### config.mk
export PLATFORM = sky130hd
export DESIGN_NAME = i2c_slave
export DESIGN_NICKNAME = d
export VERILOG_FILES = /design/src/rtl/i2c_pkg.sv /design/src/rtl/i2c_line_sync.sv /design/src/rtl/i2c_slave.sv
export SDC_FILE = /design/constraint.sdc
export NUM_CORES = 1
export LEC_CHECK = 0
export CAP_MARGIN = 20
export CORE_UTILIZATION = 35
export DETAILED_ROUTE_END_ITERATION = 8
export PLACE_DENSITY_LB_ADDON = 0.15
export SKIP_LAST_GASP = 1
export SLEW_MARGIN = 20
export SYNTH_ARGS = -nofsm -noshare
export SYNTH_HDL_FRONTEND = slang
export SYNTH_SLANG_ARGS = --single-unit
### constraint.sdc
create_clock -name clk -period 2 [get_ports clk]
set_input_delay 0.3 -clock clk [delete_from_list [all_inputs] [get_ports clk]]
set_output_delay 0.3 -clock clk [all_outputs]
set_load 0.005 [all_outputs]
### src/rtl/i2c_pkg.sv
// Shared definitions for the I2C target: state encoding and bus-level constants.
package i2c_pkg;

   typedef enum logic [2:0] {
      ST_IDLE     = 3'd0,
      ST_ADDR     = 3'd1,
      ST_ADDR_ACK = 3'd2,
      ST_WR_DATA  = 3'd3,
      ST_WR_ACK   = 3'd4,
      ST_RD_DATA  = 3'd5,
      ST_RD_ACK   = 3'd6,
      ST_IGNORE   = 3'd7
   } state_e;

   localparam logic RW_READ  = 1'b1;
   localparam logic RW_WRITE = 1'b0;
   localparam logic ACK      = 1'b0;
   localparam logic NACK     = 1'b1;

endpackage

### src/rtl/i2c_line_sync.sv
// Synchronizes SCL/SDA into the clk domain and derives edge and START/STOP events.
module i2c_line_sync #(
   parameter int SYNC_STAGES = 2
) (
   input  logic clk,
   input  logic reset,
   input  logic scl_in,
   input  logic sda_in,
   output logic scl_s,
   output logic sda_s,
   output logic scl_rise,
   output logic scl_fall,
   output logic start_det,
   output logic stop_det
);
   logic [SYNC_STAGES-1:0] scl_sync_q, scl_sync_d;
   logic [SYNC_STAGES-1:0] sda_sync_q, sda_sync_d;
   logic                   scl_p_q, scl_p_d;
   logic                   sda_p_q, sda_p_d;

   // Shift chains plus one-cycle history of the synchronized levels.
   always_comb begin
      scl_sync_d = {scl_sync_q[SYNC_STAGES-2:0], scl_in};
      sda_sync_d = {sda_sync_q[SYNC_STAGES-2:0], sda_in};
      scl_p_d    = scl_s;
      sda_p_d    = sda_s;
   end

   // Idle bus level is high, so every stage resets to 1.
   always_ff @(posedge clk or posedge reset) begin
      if (reset) begin
         scl_sync_q <= {SYNC_STAGES{1'b1}};
         sda_sync_q <= {SYNC_STAGES{1'b1}};
         scl_p_q    <= 1'b1;
         sda_p_q    <= 1'b1;
      end else begin
         scl_sync_q <= scl_sync_d;
         sda_sync_q <= sda_sync_d;
         scl_p_q    <= scl_p_d;
         sda_p_q    <= sda_p_d;
      end
   end

   assign scl_s     = scl_sync_q[SYNC_STAGES-1];
   assign sda_s     = sda_sync_q[SYNC_STAGES-1];
   assign scl_rise  = scl_s & ~scl_p_q;
   assign scl_fall  = ~scl_s & scl_p_q;
   assign start_det = ~sda_s & sda_p_q & scl_s & scl_p_q;
   assign stop_det  = sda_s & ~sda_p_q & scl_s & scl_p_q;

endmodule

### src/rtl/i2c_slave.sv
// I2C target: 7-bit address match, byte receive with ACK, byte transmit on read.
module i2c_slave #(
   parameter logic [6:0] SLAVE_ADDR  = 7'h50,
   parameter int         SYNC_STAGES = 2
) (
   input  logic       clk,
   input  logic       reset,
   input  logic       scl_in,
   input  logic       sda_in,
   output logic       sda_oe,
   output logic [7:0] rx_data,
   output logic       rx_valid,
   input  logic [7:0] tx_data,
   output logic       tx_req,
   output logic       busy,
   output logic       rw
);
   import i2c_pkg::*;

   logic       scl_s, sda_s, scl_rise, scl_fall, start_det, stop_det;
   state_e     state_q, state_d;
   logic [2:0] cnt_q, cnt_d, nxt_bit;
   logic       full_q, full_d;
   logic [7:0] shift_q, shift_d, rx_data_q, rx_data_d;
   logic       sda_oe_q, sda_oe_d, rx_valid_q, rx_valid_d, tx_req_q, tx_req_d;
   logic       busy_q, busy_d, rw_q, rw_d, addr_hit;

   i2c_line_sync #(.SYNC_STAGES(SYNC_STAGES)) u_sync (
      .clk       (clk),
      .reset     (reset),
      .scl_in    (scl_in),
      .sda_in    (sda_in),
      .scl_s     (scl_s),
      .sda_s     (sda_s),
      .scl_rise  (scl_rise),
      .scl_fall  (scl_fall),
      .start_det (start_det),
      .stop_det  (stop_det)
   );

   assign addr_hit = (shift_q[7:1] == SLAVE_ADDR);
   assign nxt_bit  = cnt_q - 3'd1;

   // State register.
   always_ff @(posedge clk or posedge reset) begin
      if (reset) begin
         state_q <= ST_IDLE;
      end else begin
         state_q <= state_d;
      end
   end

   // Next-state logic; START/STOP win over everything else.
   always_comb begin
      state_d = state_q;
      if (start_det) begin
         state_d = ST_ADDR;
      end else if (stop_det) begin
         state_d = ST_IDLE;
      end else begin
         case (state_q)
            ST_IDLE:     state_d = ST_IDLE;
            ST_ADDR:     if (scl_fall && full_q) state_d = addr_hit ? ST_ADDR_ACK : ST_IGNORE;
                         else state_d = ST_ADDR;
            ST_ADDR_ACK: if (scl_fall) state_d = (rw_q == RW_READ) ? ST_RD_DATA : ST_WR_DATA;
                         else state_d = ST_ADDR_ACK;
            ST_WR_DATA:  if (scl_fall && full_q) state_d = ST_WR_ACK;
                         else state_d = ST_WR_DATA;
            ST_WR_ACK:   if (scl_fall) state_d = ST_WR_DATA;
                         else state_d = ST_WR_ACK;
            ST_RD_DATA:  if (scl_fall && (cnt_q == 3'd0)) state_d = ST_RD_ACK;
                         else state_d = ST_RD_DATA;
            ST_RD_ACK:   if (scl_rise && (sda_s == NACK)) state_d = ST_IGNORE;
                         else if (scl_fall && full_q) state_d = ST_RD_DATA;
                         else state_d = ST_RD_ACK;
            ST_IGNORE:   state_d = ST_IGNORE;
            default:     state_d = ST_IDLE;
         endcase
      end
   end

   // Datapath and registered-output next values.
   always_comb begin
      cnt_d      = cnt_q;
      full_d     = full_q;
      shift_d    = shift_q;
      rx_data_d  = rx_data_q;
      sda_oe_d   = sda_oe_q;
      busy_d     = busy_q;
      rw_d       = rw_q;
      rx_valid_d = 1'b0;
      tx_req_d   = 1'b0;
      if (start_det) begin
         cnt_d    = 3'd7;
         full_d   = 1'b0;
         sda_oe_d = 1'b0;
      end else if (stop_det) begin
         full_d   = 1'b0;
         sda_oe_d = 1'b0;
         busy_d   = 1'b0;
      end else begin
         case (state_q)
            ST_ADDR, ST_WR_DATA: begin
               if (scl_rise) begin
                  shift_d = {shift_q[6:0], sda_s};
                  if (cnt_q == 3'd0) full_d = 1'b1;
                  else cnt_d = nxt_bit;
               end else if (scl_fall && full_q) begin
                  full_d = 1'b0;
                  cnt_d  = 3'd7;
                  if (state_q == ST_WR_DATA) begin
                     rx_data_d  = shift_q;
                     rx_valid_d = 1'b1;
                     sda_oe_d   = 1'b1;
                  end else if (addr_hit) begin
                     rw_d     = shift_q[0];
                     busy_d   = 1'b1;
                     sda_oe_d = 1'b1;
                  end else begin
                     busy_d   = 1'b0;
                     sda_oe_d = 1'b0;
                  end
               end else begin
                  cnt_d = cnt_q;
               end
            end
            ST_ADDR_ACK, ST_RD_ACK: begin
               if (state_q == ST_RD_ACK && scl_rise) begin
                  if (sda_s == NACK) busy_d = 1'b0;
                  else full_d = 1'b1;
               end else if (scl_fall && (state_q == ST_ADDR_ACK || full_q)) begin
                  cnt_d  = 3'd7;
                  full_d = 1'b0;
                  if (state_q == ST_ADDR_ACK && rw_q == RW_WRITE) begin
                     sda_oe_d = 1'b0;
                  end else begin
                     // Load the next read byte and put its MSB on the bus.
                     shift_d  = tx_data;
                     tx_req_d = 1'b1;
                     sda_oe_d = ~tx_data[7];
                  end
               end else begin
                  cnt_d = cnt_q;
               end
            end
            ST_WR_ACK: begin
               if (scl_fall) begin
                  sda_oe_d = 1'b0;
                  cnt_d    = 3'd7;
                  full_d   = 1'b0;
               end else begin
                  sda_oe_d = sda_oe_q;
               end
            end
            ST_RD_DATA: begin
               if (scl_fall) begin
                  if (cnt_q == 3'd0) begin
                     sda_oe_d = 1'b0;
                     full_d   = 1'b0;
                  end else begin
                     cnt_d    = nxt_bit;
                     sda_oe_d = ~shift_q[nxt_bit];
                  end
               end else begin
                  sda_oe_d = sda_oe_q;
               end
            end
            default: sda_oe_d = 1'b0;
         endcase
      end
      // SDA may only move while SCL is low, apart from START/STOP releasing it.
      if (scl_s && !start_det && !stop_det) begin
         sda_oe_d = sda_oe_q;
      end else begin
         sda_oe_d = sda_oe_d;
      end
   end

   // Datapath and output registers.
   always_ff @(posedge clk or posedge reset) begin
      if (reset) begin
         cnt_q      <= 3'd7;
         full_q     <= 1'b0;
         shift_q    <= 8'd0;
         rx_data_q  <= 8'd0;
         sda_oe_q   <= 1'b0;
         rx_valid_q <= 1'b0;
         tx_req_q   <= 1'b0;
         busy_q     <= 1'b0;
         rw_q       <= 1'b0;
      end else begin
         cnt_q      <= cnt_d;
         full_q     <= full_d;
         shift_q    <= shift_d;
         rx_data_q  <= rx_data_d;
         sda_oe_q   <= sda_oe_d;
         rx_valid_q <= rx_valid_d;
         tx_req_q   <= tx_req_d;
         busy_q     <= busy_d;
         rw_q       <= rw_d;
      end
   end

   assign sda_oe   = sda_oe_q;
   assign rx_data  = rx_data_q;
   assign rx_valid = rx_valid_q;
   assign tx_req   = tx_req_q;
   assign busy     = busy_q;
   assign rw       = rw_q;

endmodule

==> report_table.html, run 1 <==
<table>
<tr><th>Metric</th><th>Value</th></tr>
<tr><th colspan="2">Status</th></tr>
<tr><td>Result of the run</td><td>finished clean</td></tr>
<tr><th colspan="2">Finish</th></tr>
<tr><td>Highest-count cells in the layout ignoring fill and taps</td><td>nand2_1, dfrtp_1, clkdlybuf4s50_1</td></tr>
<tr><td>Final std cell area, no fill</td><td>around 2400 sq um</td></tr>
<tr><td>Number of inserted diodes</td><td>0</td></tr>
<tr><td>Layout net count</td><td>approximately 240</td></tr>
<tr><td>Signed area change from the synthesized netlist to the final layout</td><td>24.3%</td></tr>
<tr><td>Share of layout cells above drive strength 1</td><td>0.232</td></tr>
<tr><th colspan="2">Global route</th></tr>
<tr><td>Antenna violations before repair</td><td>0</td></tr>
<tr><td>Total global-route track usage</td><td>0.167</td></tr>
<tr><td>First-pass GRT wire length</td><td>between 7000 and 8000 um</td></tr>
<tr><td>Vias in the first global route</td><td>1530</td></tr>
<tr><td>Pin count of the biggest net entering global routing</td><td>35</td></tr>
<tr><td>Total global routing overflow</td><td>0</td></tr>
<tr><th colspan="2">STA</th></tr>
<tr><td>Final critical path time including I/O delays and setup</td><td>1.92 ns</td></tr>
<tr><td>Max Clock Freq</td><td>522 MHz</td></tr>
<tr><td>Hold violation total from the final report</td><td>0</td></tr>
<tr><td>Final Max Tran Viols</td><td>0</td></tr>
<tr><td>Total negative slack for setup checks</td><td>0 ns</td></tr>
<tr><td>Worst relative slew slack</td><td>0.712</td></tr>
<tr><td>Fin crit share</td><td>0.958</td></tr>
<tr><td>Slew of the pin with the lowest slew margin</td><td>0.432 ns</td></tr>
<tr><td>Number of failing setup endpoints in the final timing report</td><td>0</td></tr>
<tr><td>Clock tree skew after final layout</td><td>between 0.006 and 0.007 ns</td></tr>
<tr><td>Final-layout worst hold slack</td><td>0.356 ns</td></tr>
<tr><td>Unrepaired setup endpoints after global routing</td><td>no</td></tr>
<tr><th colspan="2">Clocking</th></tr>
<tr><td>Clock-pin transition on the worst setup and hold timing paths</td><td>roughly 0.070 ns</td></tr>
<tr><td>Setup Fix Bufs, Post-CTS</td><td>0</td></tr>
<tr><td>CTS sink cnt</td><td>34</td></tr>
<tr><td>Number of CTS-inserted buffers</td><td>5</td></tr>
<tr><td>Clock tree from TritonCTS</td><td>done</td></tr>
<tr><td>Root Driver</td><td>clkbuf_8</td></tr>
<tr><td>Clock network latency to the later pin of the worst-skew pair</td><td>~0.28 ns</td></tr>
<tr><td>H-tree Lvls</td><td>2</td></tr>
<tr><td>Hold buffer count at cts</td><td>0</td></tr>
<tr><td>Maximum buffer depth of the clock tree</td><td>2</td></tr>
<tr><th colspan="2">Synth</th></tr>
<tr><td>Cell type contributing the most total cell area after synthesis</td><td>dfrtp_1</td></tr>
<tr><td>Main synth FF type</td><td>dfrtp_1</td></tr>
<tr><td>Average footprint of a synthesized cell</td><td>around 9.9 sq um</td></tr>
<tr><td>Proportion of synthesized chip area in sequential cells</td><td>0.447</td></tr>
<tr><td>Number of register bits inferred by synthesis</td><td>34</td></tr>
<tr><td>Leading post-synthesis cells by cell area</td><td>dfrtp_1, dfstp_2, nand2_1</td></tr>
<tr><td>Area share of the largest cell type after synthesis</td><td>0.325</td></tr>
<tr><td>Number of enable-type register cells in the synthesized netlist</td><td>0</td></tr>
<tr><td>Yosys Warn Count</td><td>0</td></tr>
<tr><td>Count of unique library cells instantiated by Yosys</td><td>54</td></tr>
<tr><td>FFs w/ async S/R, synth</td><td>1.00</td></tr>
<tr><td>Number of cells produced by synthesis</td><td>between 150 and 200</td></tr>
<tr><td>Post-synthesis instance area</td><td>just under 2000 sq um</td></tr>
<tr><td>Mapped Nets</td><td>roughly 210</td></tr>
<tr><th colspan="2">Power</th></tr>
<tr><td>Internal power component</td><td>between 1 and 1.5 mW</td></tr>
<tr><td>Part of the total power dissipated in sequential elements</td><td>0.516</td></tr>
<tr><td>Logic gate share of total power</td><td>0.131</td></tr>
<tr><td>Sw Pwr</td><td>392 uW</td></tr>
<tr><td>Clock network power share</td><td>0.353</td></tr>
<tr><td>Pwr Density</td><td>between 600 and 700 nW/um^2</td></tr>
<tr><td>Sw Ratio</td><td>0.260</td></tr>
<tr><td>LEAKAGE</td><td>approximately 1 nW</td></tr>
<tr><td>Maximum ir drop on the vdd rail</td><td>roughly 0.38 mV</td></tr>
<tr><th colspan="2">Hold path</th></tr>
<tr><td>Type of the most critical hold path</td><td>flop to flop</td></tr>
<tr><td>Hold Path Sink</td><td>u_sync.scl_sync_q[1]</td></tr>
<tr><td>Cell depth of the worst min-delay path</td><td>0</td></tr>
<tr><td>Hold path startpoint</td><td>u_sync.scl_sync_q[0]</td></tr>
<tr><th colspan="2">Worst setup path</th></tr>
<tr><td>Critical Path Sink Type</td><td>flop</td></tr>
<tr><td>Start-to-end type of the worst setup path</td><td>flop to flop</td></tr>
<tr><td>Critical Path RT</td><td>about 2.2 ns</td></tr>
<tr><td>Reg-to-Reg End</td><td>sda_oe</td></tr>
<tr><td>Setup crit start kind</td><td>flop</td></tr>
<tr><td>Signal arrival time at the worst endpoint</td><td>2.14 ns</td></tr>
<tr><td>Worst reg2reg setup slack</td><td>approximately 0.084 ns</td></tr>
<tr><td>Critical register-to-register path startpoint</td><td>cnt_q[0]</td></tr>
<tr><td>Cells on worst reg2reg path</td><td>6</td></tr>
<tr><td>Critical path peak fanout</td><td>3</td></tr>
<tr><th colspan="2">Floorplanning</th></tr>
<tr><td>Core area</td><td>about 5200 sq um</td></tr>
<tr><td>Die footprint</td><td>5810 sq um</td></tr>
<tr><td>IO Pins</td><td>25</td></tr>
<tr><td>DIE HEIGHT</td><td>approximately 76 um</td></tr>
<tr><td>Initial core utilization</td><td>0.370</td></tr>
<tr><td>Row count</td><td>26</td></tr>
<tr><td>Width of the die</td><td>about 76 um</td></tr>
<tr><th colspan="2">Job</th></tr>
<tr><td>Total of max-cap violations</td><td>0</td></tr>
<tr><th colspan="2">Route</th></tr>
<tr><td>Detailed-route DRC error count</td><td>0</td></tr>
<tr><td>Drt total wl</td><td>~4400 um</td></tr>
<tr><td>Mean number of vias per cell</td><td>about 5.3</td></tr>
<tr><td>Count of TritonRoute iterations in the first routing pass</td><td>4</td></tr>
<tr><td>Via count</td><td>~1.6k</td></tr>
<tr><td>Post-DR wirelength/cell</td><td>14.8 um</td></tr>
<tr><td>Iteration-0 DRC Markers</td><td>between 100 and 150</td></tr>
<tr><td>Remaining antenna violation count</td><td>0</td></tr>
<tr><th colspan="2">Placed design</th></tr>
<tr><td>Final HPWL DP</td><td>~3100 um</td></tr>
<tr><td>IO Port Bufs</td><td>24</td></tr>
<tr><td>Final weighted congestion of routability-driven global placement</td><td>roughly 0.86</td></tr>
<tr><td>Post-detailed-placement cell area</td><td>2290 sq um</td></tr>
</table>
## kinds of logic (layout without fill, tap and decap cells)
family	count (synthesis)	after routing	share of synthesized area
buffers and inverters	19	53	0.0532
XOR/XNOR	2	2	0.00909
adder cells (fa/ha/maj)	2	2	0.0130
flip-flops	34	34	0.447
AND/OR/NAND/NOR	76	76	0.223
multiplexers	13	13	0.0870
AO/OA/AOI/OAI	48	48	0.167
## state kept, by name, indices dropped and copies added, names as in the netlist
signal and flops:
rx_valid 1, u_sync.sda_p_q 1, rw 1, rx_data 8
sda_oe 1, u_sync.scl_p_q 1, busy 1, u_sync.scl_sync_q 2
full_q 1, cnt_q 3, shift_q 8, state_q 3
tx_req 1, u_sync.sda_sync_q 2
## worst max path at each step
stage / slack (ns) / from / endpoint
after CTS: 0.03 / cnt_q[0] / sda_oe
after floorplan: 0.14 / cnt_q[0] / sda_oe
after global routing: 0.01 / cnt_q[0] / sda_oe
after detailed placement: 0.05 / cnt_q[0] / sda_oe
final: 0.08 / cnt_q[0] / sda_oe
after global placement: 0.08 / cnt_q[0] / sda_oe
## cell usage after synthesis (3+ instances only)
cell type and n:
a21oi_1 8, nand2b_1 7, dfstp_2 9, nand4_1 3
nor4_1 3, inv_1 9, mux2_2 8, nor2b_1 3
nor2_1 15, nand4b_1 3, buf_4 3, buf_2 4
nand2_1 25, o21ai_0 11, dfrtp_1 25, a31oi_1 9
## repair_timing
action,4_1_cts,5_1_grt
setup endpoints to repair,0,4
resized for setup,0,2
endpoints found under the hold margin,0,0
## cell type report
| class | count | area, sq um |
|---|---|---|
| well taps | 70 | 87.6 |
| clock inverters | 1 | 5.00 |
| repair buffers | 36 | 343 |
| fillers | 519 | 2810 |
| inverters | 9 | 33.8 |
| clock buffers | 7 | 86.3 |
| multi-input cells | 141 | 977 |
| flip-flops and latches | 34 | 862 |
## worst max-delay path: stages (launching register included)
cell,delay [ns]
dfstp_2,0.56
inv_1,0.10
ha_4,0.29
mux4_2,0.50
nand4b_1,0.18
nand4_1,0.10
a21bo_2,0.13
## power by group through the flow
stage	clock network, mW	logic [mW]	registers [mW]
6_report	0.532	0.197	0.778
5_1_grt	0.583	0.222	0.785
4_1_cts	0.548	0.184	0.777
3_5_place_dp	0	0.183	0.789
3_3_place_gp	0	0.182	0.792
2_1_floorplan	0	0.140	0.773
## metrics by stage
step,util,setup slack [ns],power [mW],cells
floorplan,-,0.138,0.914,194
global placement,0.440,0.0842,0.973,290
detailed placement,0.440,0.0534,0.972,290
CTS,0.457,0.0307,1.51,298
global route,0.460,0.0146,1.59,298
finish,0.460,0.0841,1.51,298
## layer usage
metal  GRT usage  wire [um]  vias up
met5           0          0        -
met4      0.0519         64        0
met3      0.0383        293        6
met2       0.241       1880       63
met1       0.246       2180      742
li1            -          -      762
(Power assumes the default switching activity.)
==> run 2: changes to the inputs <==
CORE_UTILIZATION = 49   (was 35)
CTS_CLUSTER_SIZE = 8   (was default)
PLACE_DENSITY = 0.75   (was default)
PLACE_DENSITY_LB_ADDON = default   (was 0.15)
==> run 2 against run 1 <==
Against the previous run:
- clock skew is 0.0023 ns higher
- power is 0.35% lower
- worst hold slack worse by 0.0082 ns
- worst setup slack better by 0.015 ns
- final cell count is 8.1% lower
- die area is 28% lower
- critical endpoint unchanged
==> report_table.html, run 2 (same netlist as run 1, synthesis figures left out) <==
<table>
<tr><th>Metric</th><th>Value</th></tr>
<tr><th colspan="2">Status</th></tr>
<tr><td>Result of the run</td><td>finished clean</td></tr>
<tr><th colspan="2">Global route</th></tr>
<tr><td>Pin count of the biggest net entering global routing</td><td>22</td></tr>
<tr><td>Antenna violations before repair</td><td>0</td></tr>
<tr><td>Vias in the first global route</td><td>between 1.5k and 2k</td></tr>
<tr><td>Total global-route track usage</td><td>0.248</td></tr>
<tr><td>First-pass GRT wire length</td><td>roughly 7700 um</td></tr>
<tr><td>Total global routing overflow</td><td>0</td></tr>
<tr><th colspan="2">Finish</th></tr>
<tr><td>Final core utilization</td><td>0.633</td></tr>
<tr><td>Final Non-Filler Cells</td><td>approximately 270</td></tr>
<tr><td>Layout net count</td><td>about 240</td></tr>
<tr><td>Final std cell area, no fill</td><td>between 2000 and 2500 sq um</td></tr>
<tr><td>Number of inserted diodes</td><td>0</td></tr>
<tr><td>Highest-count cells in the layout ignoring fill and taps</td><td>nand2_1, clkdlybuf4s50_1, dfrtp_1</td></tr>
<tr><td>Footprint of the flip-flops and latches</td><td>865 sq um</td></tr>
<tr><td>Signed area change from the synthesized netlist to the final layout</td><td>22.0%</td></tr>
<tr><td>Multi-input gate area in the final layout</td><td>between 900 and 1000 sq um</td></tr>
<tr><td>Share of layout cells above drive strength 1</td><td>0.239</td></tr>
<tr><td>Layout fillers</td><td>roughly 310</td></tr>
<tr><td>Commonest non-fill, non-tap cell in the layout</td><td>nand2_1</td></tr>
<tr><th colspan="2">Job</th></tr>
<tr><td>Total of max-cap violations</td><td>0</td></tr>
<tr><th colspan="2">Worst setup path</th></tr>
<tr><td>Start-to-end type of the worst setup path</td><td>flop to flop</td></tr>
<tr><td>Crit-path max cell delay</td><td>0.56 ns</td></tr>
<tr><td>Sequence of cells on the critical path</td><td>inv_2, ha_4, mux4_2, nand4b_1, nand4_1, a21bo_2</td></tr>
<tr><td>Signal arrival time at the worst endpoint</td><td>approximately 2.1 ns</td></tr>
<tr><td>Total buffers and inverters traversed by the critical path</td><td>1</td></tr>
<tr><td>Slowest cell on the critical path</td><td>dfstp_2</td></tr>
<tr><td>Largest delay contributor family on the critical path</td><td>flip-flops</td></tr>
<tr><td>Critical Path Sink Type</td><td>flop</td></tr>
<tr><td>Worst reg2reg setup slack</td><td>slightly below 0.1 ns</td></tr>
<tr><td>Critical Path RT</td><td>around 2.2 ns</td></tr>
<tr><td>Setup crit start kind</td><td>flop</td></tr>
<tr><td>Critical path peak fanout</td><td>3</td></tr>
<tr><th colspan="2">Route</th></tr>
<tr><td>Detailed-route DRC error count</td><td>0</td></tr>
<tr><td>Count of TritonRoute iterations in the first routing pass</td><td>4</td></tr>
<tr><td>Iteration-0 DRC Markers</td><td>between 200 and 250</td></tr>
<tr><td>Drt total wl</td><td>around 4600 um</td></tr>
<tr><td>Via count</td><td>1627</td></tr>
<tr><td>Mean number of vias per cell</td><td>between 5 and 6</td></tr>
<tr><td>Remaining antenna violation count</td><td>0</td></tr>
<tr><td>Post-DR wirelength/cell</td><td>about 17 um</td></tr>
<tr><th colspan="2">Placed design</th></tr>
<tr><td>Final weighted congestion of routability-driven global placement</td><td>around 0.88</td></tr>
<tr><td>Placed Instances</td><td>between 200 and 300</td></tr>
<tr><td>Final HPWL DP</td><td>approximately 3300 um</td></tr>
<tr><td>Post-detailed-placement cell area</td><td>between 2000 and 2500 sq um</td></tr>
<tr><td>IO Port Bufs</td><td>24</td></tr>
<tr><th colspan="2">Clocking</th></tr>
<tr><td>CTS sink cnt</td><td>34</td></tr>
<tr><td>Root Driver</td><td>clkbuf_8</td></tr>
<tr><td>Number of CTS-inserted buffers</td><td>5</td></tr>
<tr><td>Hold buffer count at cts</td><td>0</td></tr>
<tr><td>H-tree Lvls</td><td>2</td></tr>
<tr><td>Maximum buffer depth of the clock tree</td><td>2</td></tr>
<tr><td>Clock-pin transition on the worst setup and hold timing paths</td><td>approximately 0.070 ns</td></tr>
<tr><td>Clock network latency to the later pin of the worst-skew pair</td><td>between 0.2 and 0.3 ns</td></tr>
<tr><td>Clock tree from TritonCTS</td><td>done</td></tr>
<tr><th colspan="2">Floorplanning</th></tr>
<tr><td>Die footprint</td><td>~4200 sq um</td></tr>
<tr><td>IO Pins</td><td>25</td></tr>
<tr><td>Width of the die</td><td>64.7 um</td></tr>
<tr><td>Row count</td><td>22</td></tr>
<tr><td>Initial core utilization</td><td>0.519</td></tr>
<tr><td>DIE HEIGHT</td><td>64.7 um</td></tr>
<tr><td>Core area</td><td>3720 sq um</td></tr>
<tr><th colspan="2">STA</th></tr>
<tr><td>Final Max Tran Viols</td><td>0</td></tr>
<tr><td>Number of failing setup endpoints in the final timing report</td><td>0</td></tr>
<tr><td>Slew of the pin with the lowest slew margin</td><td>between 0.4 and 0.5 ns</td></tr>
<tr><td>Hold violation total from the final report</td><td>0</td></tr>
<tr><td>Max Clock Freq</td><td>about 530 MHz</td></tr>
<tr><td>Worst relative slew slack</td><td>0.699</td></tr>
<tr><td>Final critical path time including I/O delays and setup</td><td>about 1.9 ns</td></tr>
<tr><td>Clock tree skew after final layout</td><td>about 0.0086 ns</td></tr>
<tr><td>Fin crit share</td><td>0.951</td></tr>
<tr><td>Unrepaired setup endpoints after global routing</td><td>no</td></tr>
<tr><th colspan="2">Power</th></tr>
<tr><td>LEAKAGE</td><td>just under 1 nW</td></tr>
<tr><td>Pwr Density</td><td>between 600 and 700 nW/um^2</td></tr>
<tr><td>Post-layout power</td><td>roughly 1.5 mW</td></tr>
<tr><td>Maximum ir drop on the vdd rail</td><td>0.592 mV</td></tr>
<tr><th colspan="2">Hold path</th></tr>
<tr><td>Type of the most critical hold path</td><td>primary input to asynchronous set/reset pin</td></tr>
</table>
## run 2: repair_timing
| item | in CTS | in global routing |
|---|---|---|
| resized for setup | 1 | 4 |
| setup buffers | 0 | 2 |
| setup endpoints to repair | 1 | 4 |
| hold endpoints to repair | 0 | 0 |
## run 2: path summary, 6_finish.rpt
kind	start	end	cells after the start
min in group clk	u_sync.sda_sync_q[0]	u_sync.sda_sync_q[1]	0
hold / removal	reset	rw	3
setup / recovery	cnt_q[0]	sda_oe	6
hold reg to reg	u_sync.sda_sync_q[0]	u_sync.sda_sync_q[1]	0
max in group asynchronous	reset	u_sync.sda_sync_q[0]	3
setup reg to reg	cnt_q[0]	sda_oe	6
## run 2: power breakdown
group | switching (mW) | internal [mW] | leakage, nW | total, mW
Clock | 0.255 | 0.245 | 0.0374 | 0.500
Combinational | 0.105 | 0.115 | 0.533 | 0.220
Sequential | 0.0447 | 0.737 | 0.400 | 0.781
## run 2: area by class of cell
cell class              count  area share
multi-input cells         141       0.416
flip-flops and latches     34       0.368
repair buffers             34       0.139
clock buffers               6      0.0309
well taps                  48      0.0255
inverters                   9      0.0144
clock inverters             2     0.00639
## run 2: worst register-to-register path: cells and delay by family, from the launching register on
family | cells | cell delay, ns
compound gates | 1 | 0.12
fa+ha+maj | 1 | 0.28
buf+inv | 1 | 0.07
flops | 1 | 0.56
mux | 1 | 0.52
simple gates | 2 | 0.29
## run 2: through the flow
step / setup TNS, ns / worst slack, ns / hold slack [ns]
finish: 0 / 0.0986 / 0.348
global route: 0 / 0.0305 / 0.364
CTS: 0 / 0.0350 / 0.353
detailed placement: -0.00446 / -0.00446 / 0.347
global placement: 0 / 0.0980 / 0.347
floorplan: 0 / 0.138 / 0.304
## run 2: layer usage
layer / track usage / part of all wire
met5: 0 / 0
met4: 0.114 / 0.016
met3: 0.0458 / 0.075
met2: 0.401 / 0.50
met1: 0.320 / 0.41
==> run 3: changes to the inputs <==
CORE_MARGIN = 4   (was default)
SLEW_MARGIN = 40   (was 20)
==> run 3 against run 2 <==
Against the previous run:
- critical path depth unchanged
- global-route usage decreased by 5.8 points
- cell area fell by 0.48%
- sequential share of layout area rose by 0.12 points
- first-iteration DRC count fell by 34%
- count of clock-buffer cells in the layout increased by 2
- clock power is 6.0% higher
- power up 0.50%
- largest cell class unchanged
- register-to-register slack worse by 0.02 ns
- clock skew increased by 0.0032 ns
- die area rose by 19%
- non-clock buffer count unchanged
==> report_table.html, run 3 (same netlist as run 1, synthesis figures left out) <==
<table>
<tr><th>Metric</th><th>Value</th></tr>
<tr><th colspan="2">Worst setup path</th></tr>
<tr><td>Critical Path RT</td><td>2.24 ns</td></tr>
<tr><td>Critical register-to-register path startpoint</td><td>cnt_q[0]</td></tr>
<tr><td>Setup crit start kind</td><td>flop</td></tr>
<tr><td>Critical path peak fanout</td><td>3</td></tr>
<tr><td>Signal arrival time at the worst endpoint</td><td>about 2.2 ns</td></tr>
<tr><td>Start-to-end type of the worst setup path</td><td>flop to flop</td></tr>
<tr><td>CP Launch Point</td><td>cnt_q[0]</td></tr>
<tr><td>Critical Path Sink Type</td><td>flop</td></tr>
<tr><th colspan="2">STA</th></tr>
<tr><td>Fin crit share</td><td>0.961</td></tr>
<tr><td>Final critical path time including I/O delays and setup</td><td>slightly below 2 ns</td></tr>
<tr><td>Slew of the pin with the lowest slew margin</td><td>0.472 ns</td></tr>
<tr><td>Hold violation total from the final report</td><td>0</td></tr>
<tr><td>Unrepaired setup endpoints after global routing</td><td>no</td></tr>
<tr><td>Max Clock Freq</td><td>521 MHz</td></tr>
<tr><td>Total negative slack for setup checks</td><td>0 ns</td></tr>
<tr><td>Worst relative slew slack</td><td>0.686</td></tr>
<tr><td>Final Max Tran Viols</td><td>0</td></tr>
<tr><td>Number of failing setup endpoints in the final timing report</td><td>0</td></tr>
<tr><td>Clock tree skew after final layout</td><td>around 0.012 ns</td></tr>
<tr><th colspan="2">Floorplanning</th></tr>
<tr><td>Width of the die</td><td>around 71 um</td></tr>
<tr><td>Initial core utilization</td><td>0.515</td></tr>
<tr><td>DIE HEIGHT</td><td>a little over 70 um</td></tr>
<tr><td>Core area</td><td>3740 sq um</td></tr>
<tr><td>Row count</td><td>22</td></tr>
<tr><td>IO Pins</td><td>25</td></tr>
<tr><td>Die footprint</td><td>~5000 sq um</td></tr>
<tr><th colspan="2">Placed design</th></tr>
<tr><td>Post-detailed-placement cell area</td><td>around 2200 sq um</td></tr>
<tr><td>Final weighted congestion of routability-driven global placement</td><td>about 0.86</td></tr>
<tr><td>IO Port Bufs</td><td>24</td></tr>
<tr><td>Final HPWL DP</td><td>between 3000 and 4000 um</td></tr>
<tr><td>Placed Instances</td><td>around 260</td></tr>
<tr><th colspan="2">Global route</th></tr>
<tr><td>Pin count of the biggest net entering global routing</td><td>35</td></tr>
<tr><td>Antenna violations before repair</td><td>0</td></tr>
<tr><td>Vias in the first global route</td><td>around 1.6k</td></tr>
<tr><td>Total global routing overflow</td><td>0</td></tr>
<tr><td>Total global-route track usage</td><td>0.190</td></tr>
<tr><td>First-pass GRT wire length</td><td>7350 um</td></tr>
<tr><th colspan="2">Job</th></tr>
<tr><td>Total of max-cap violations</td><td>0</td></tr>
<tr><th colspan="2">Power</th></tr>
<tr><td>Maximum ir drop on the vdd rail</td><td>between 0.4 and 0.5 mV</td></tr>
<tr><td>Pwr Density</td><td>between 600 and 700 nW/um^2</td></tr>
<tr><td>LEAKAGE</td><td>about 1 nW</td></tr>
<tr><th colspan="2">Clocking</th></tr>
<tr><td>Clock-pin transition on the worst setup and hold timing paths</td><td>about 0.070 ns</td></tr>
<tr><td>Hold buffer count at cts</td><td>0</td></tr>
<tr><td>H-tree Lvls</td><td>2</td></tr>
<tr><td>Clock network latency to the later pin of the worst-skew pair</td><td>between 0.2 and 0.3 ns</td></tr>
<tr><td>Number of CTS-inserted buffers</td><td>5</td></tr>
<tr><td>Clock tree from TritonCTS</td><td>done</td></tr>
<tr><td>Root Driver</td><td>clkbuf_8</td></tr>
<tr><td>Maximum buffer depth of the clock tree</td><td>2</td></tr>
<tr><td>CTS sink cnt</td><td>34</td></tr>
<tr><th colspan="2">Route</th></tr>
<tr><td>Mean number of vias per cell</td><td>about 6</td></tr>
<tr><td>Iteration-0 DRC Markers</td><td>165</td></tr>
<tr><td>Via count</td><td>around 1.6k</td></tr>
<tr><td>Remaining antenna violation count</td><td>0</td></tr>
<tr><td>Drt total wl</td><td>4460 um</td></tr>
<tr><td>Count of TritonRoute iterations in the first routing pass</td><td>4</td></tr>
<tr><td>Post-DR wirelength/cell</td><td>~16 um</td></tr>
<tr><td>Detailed-route DRC error count</td><td>0</td></tr>
<tr><th colspan="2">Hold path</th></tr>
<tr><td>Hold path startpoint</td><td>u_sync.scl_sync_q[0]</td></tr>
<tr><td>Type of the most critical hold path</td><td>flop to flop</td></tr>
<tr><th colspan="2">Finish</th></tr>
<tr><td>Footprint of the flip-flops and latches</td><td>approximately 860 sq um</td></tr>
<tr><td>Final core utilization</td><td>0.625</td></tr>
<tr><td>Final std cell area, no fill</td><td>2340 sq um</td></tr>
<tr><td>Layout net count</td><td>between 200 and 250</td></tr>
<tr><td>Signed area change from the synthesized netlist to the final layout</td><td>21.4%</td></tr>
<tr><td>Share of layout cells above drive strength 1</td><td>0.226</td></tr>
<tr><td>Commonest non-fill, non-tap cell in the layout</td><td>nand2_1</td></tr>
<tr><td>Highest-count cells in the layout ignoring fill and taps</td><td>nand2_1, dfrtp_1, clkdlybuf4s50_1</td></tr>
<tr><td>Number of inserted diodes</td><td>0</td></tr>
<tr><td>Layout fillers</td><td>337</td></tr>
<tr><td>Final Non-Filler Cells</td><td>~270</td></tr>
<tr><td>Multi-input gate area in the final layout</td><td>just under 1000 sq um</td></tr>
<tr><th colspan="2">Status</th></tr>
<tr><td>Result of the run</td><td>finished clean</td></tr>
</table>
==> run 3: changes by cell type in the layout (fill, tap and decap cells not counted), sizes merged <==
cell,previous run,this run
clkinvlp,2,0
clkbuf,6,8
==> run 3: critical path: stages, from the launching register on <==
cell      delay (ns)
dfstp_2         0.56
inv_1           0.10
ha_4            0.29
mux4_2          0.50
nand4b_1        0.19
nand4_1         0.10
a21bo_2         0.12
==> run 3: layer usage <==
layer  GRT usage  wire (um)
met2       0.302       2100
met3      0.0582        362
met1       0.231       1880
met4       0.102        122
met5           0          0
==> run 3: final cells by class <==
type,count,share of cell area
Multi-Input combinational cell,141,0.418
Clock buffer,8,0.0385
Timing Repair Buffer,34,0.135
Sequential cell,34,0.369
Tap cell,48,0.0257
Inverter,9,0.0144
==> run 3: path summary, 6_finish.rpt <==
path                                        end  slack (ns)  depth (start not counted)
min in group asynchronous                full_q        0.39                          3
max                                      sda_oe        0.08                          6
min reg2reg                u_sync.scl_sync_q[1]        0.35                          0
max in group asynchronous  u_sync.sda_sync_q[0]        1.26                          3
min                        u_sync.scl_sync_q[1]        0.35                          0
max reg2reg                              sda_oe        0.08                          6
==> run 3: report_power, final <==
group / switching (mW) / internal [mW]
sequential: 0.0438 / 0.737
combinational: 0.0976 / 0.101
clock: 0.249 / 0.281
total: 0.391 / 1.12
==> run 3: repair_timing <==
item | 4_1_cts | 5_1_grt
endpoints found under the hold margin | 0 | 0
gates resized for setup | 0 | 3
buffers inserted | 0 | 2
endpoints found under the setup margin | 0 | 4
==> run 3: per-stage QoR <==
stage | hold WS [ns] | setup WS (ns) | total power [mW]
after detailed placement | 0.347 | 0.0238 | 0.976
after global placement | 0.345 | 0.0931 | 0.969
after CTS | 0.356 | 0.0145 | 1.51
final | 0.355 | 0.0788 | 1.51
after floorplan | 0.304 | 0.138 | 0.914
after global routing | 0.362 | 0.00743 | 1.59
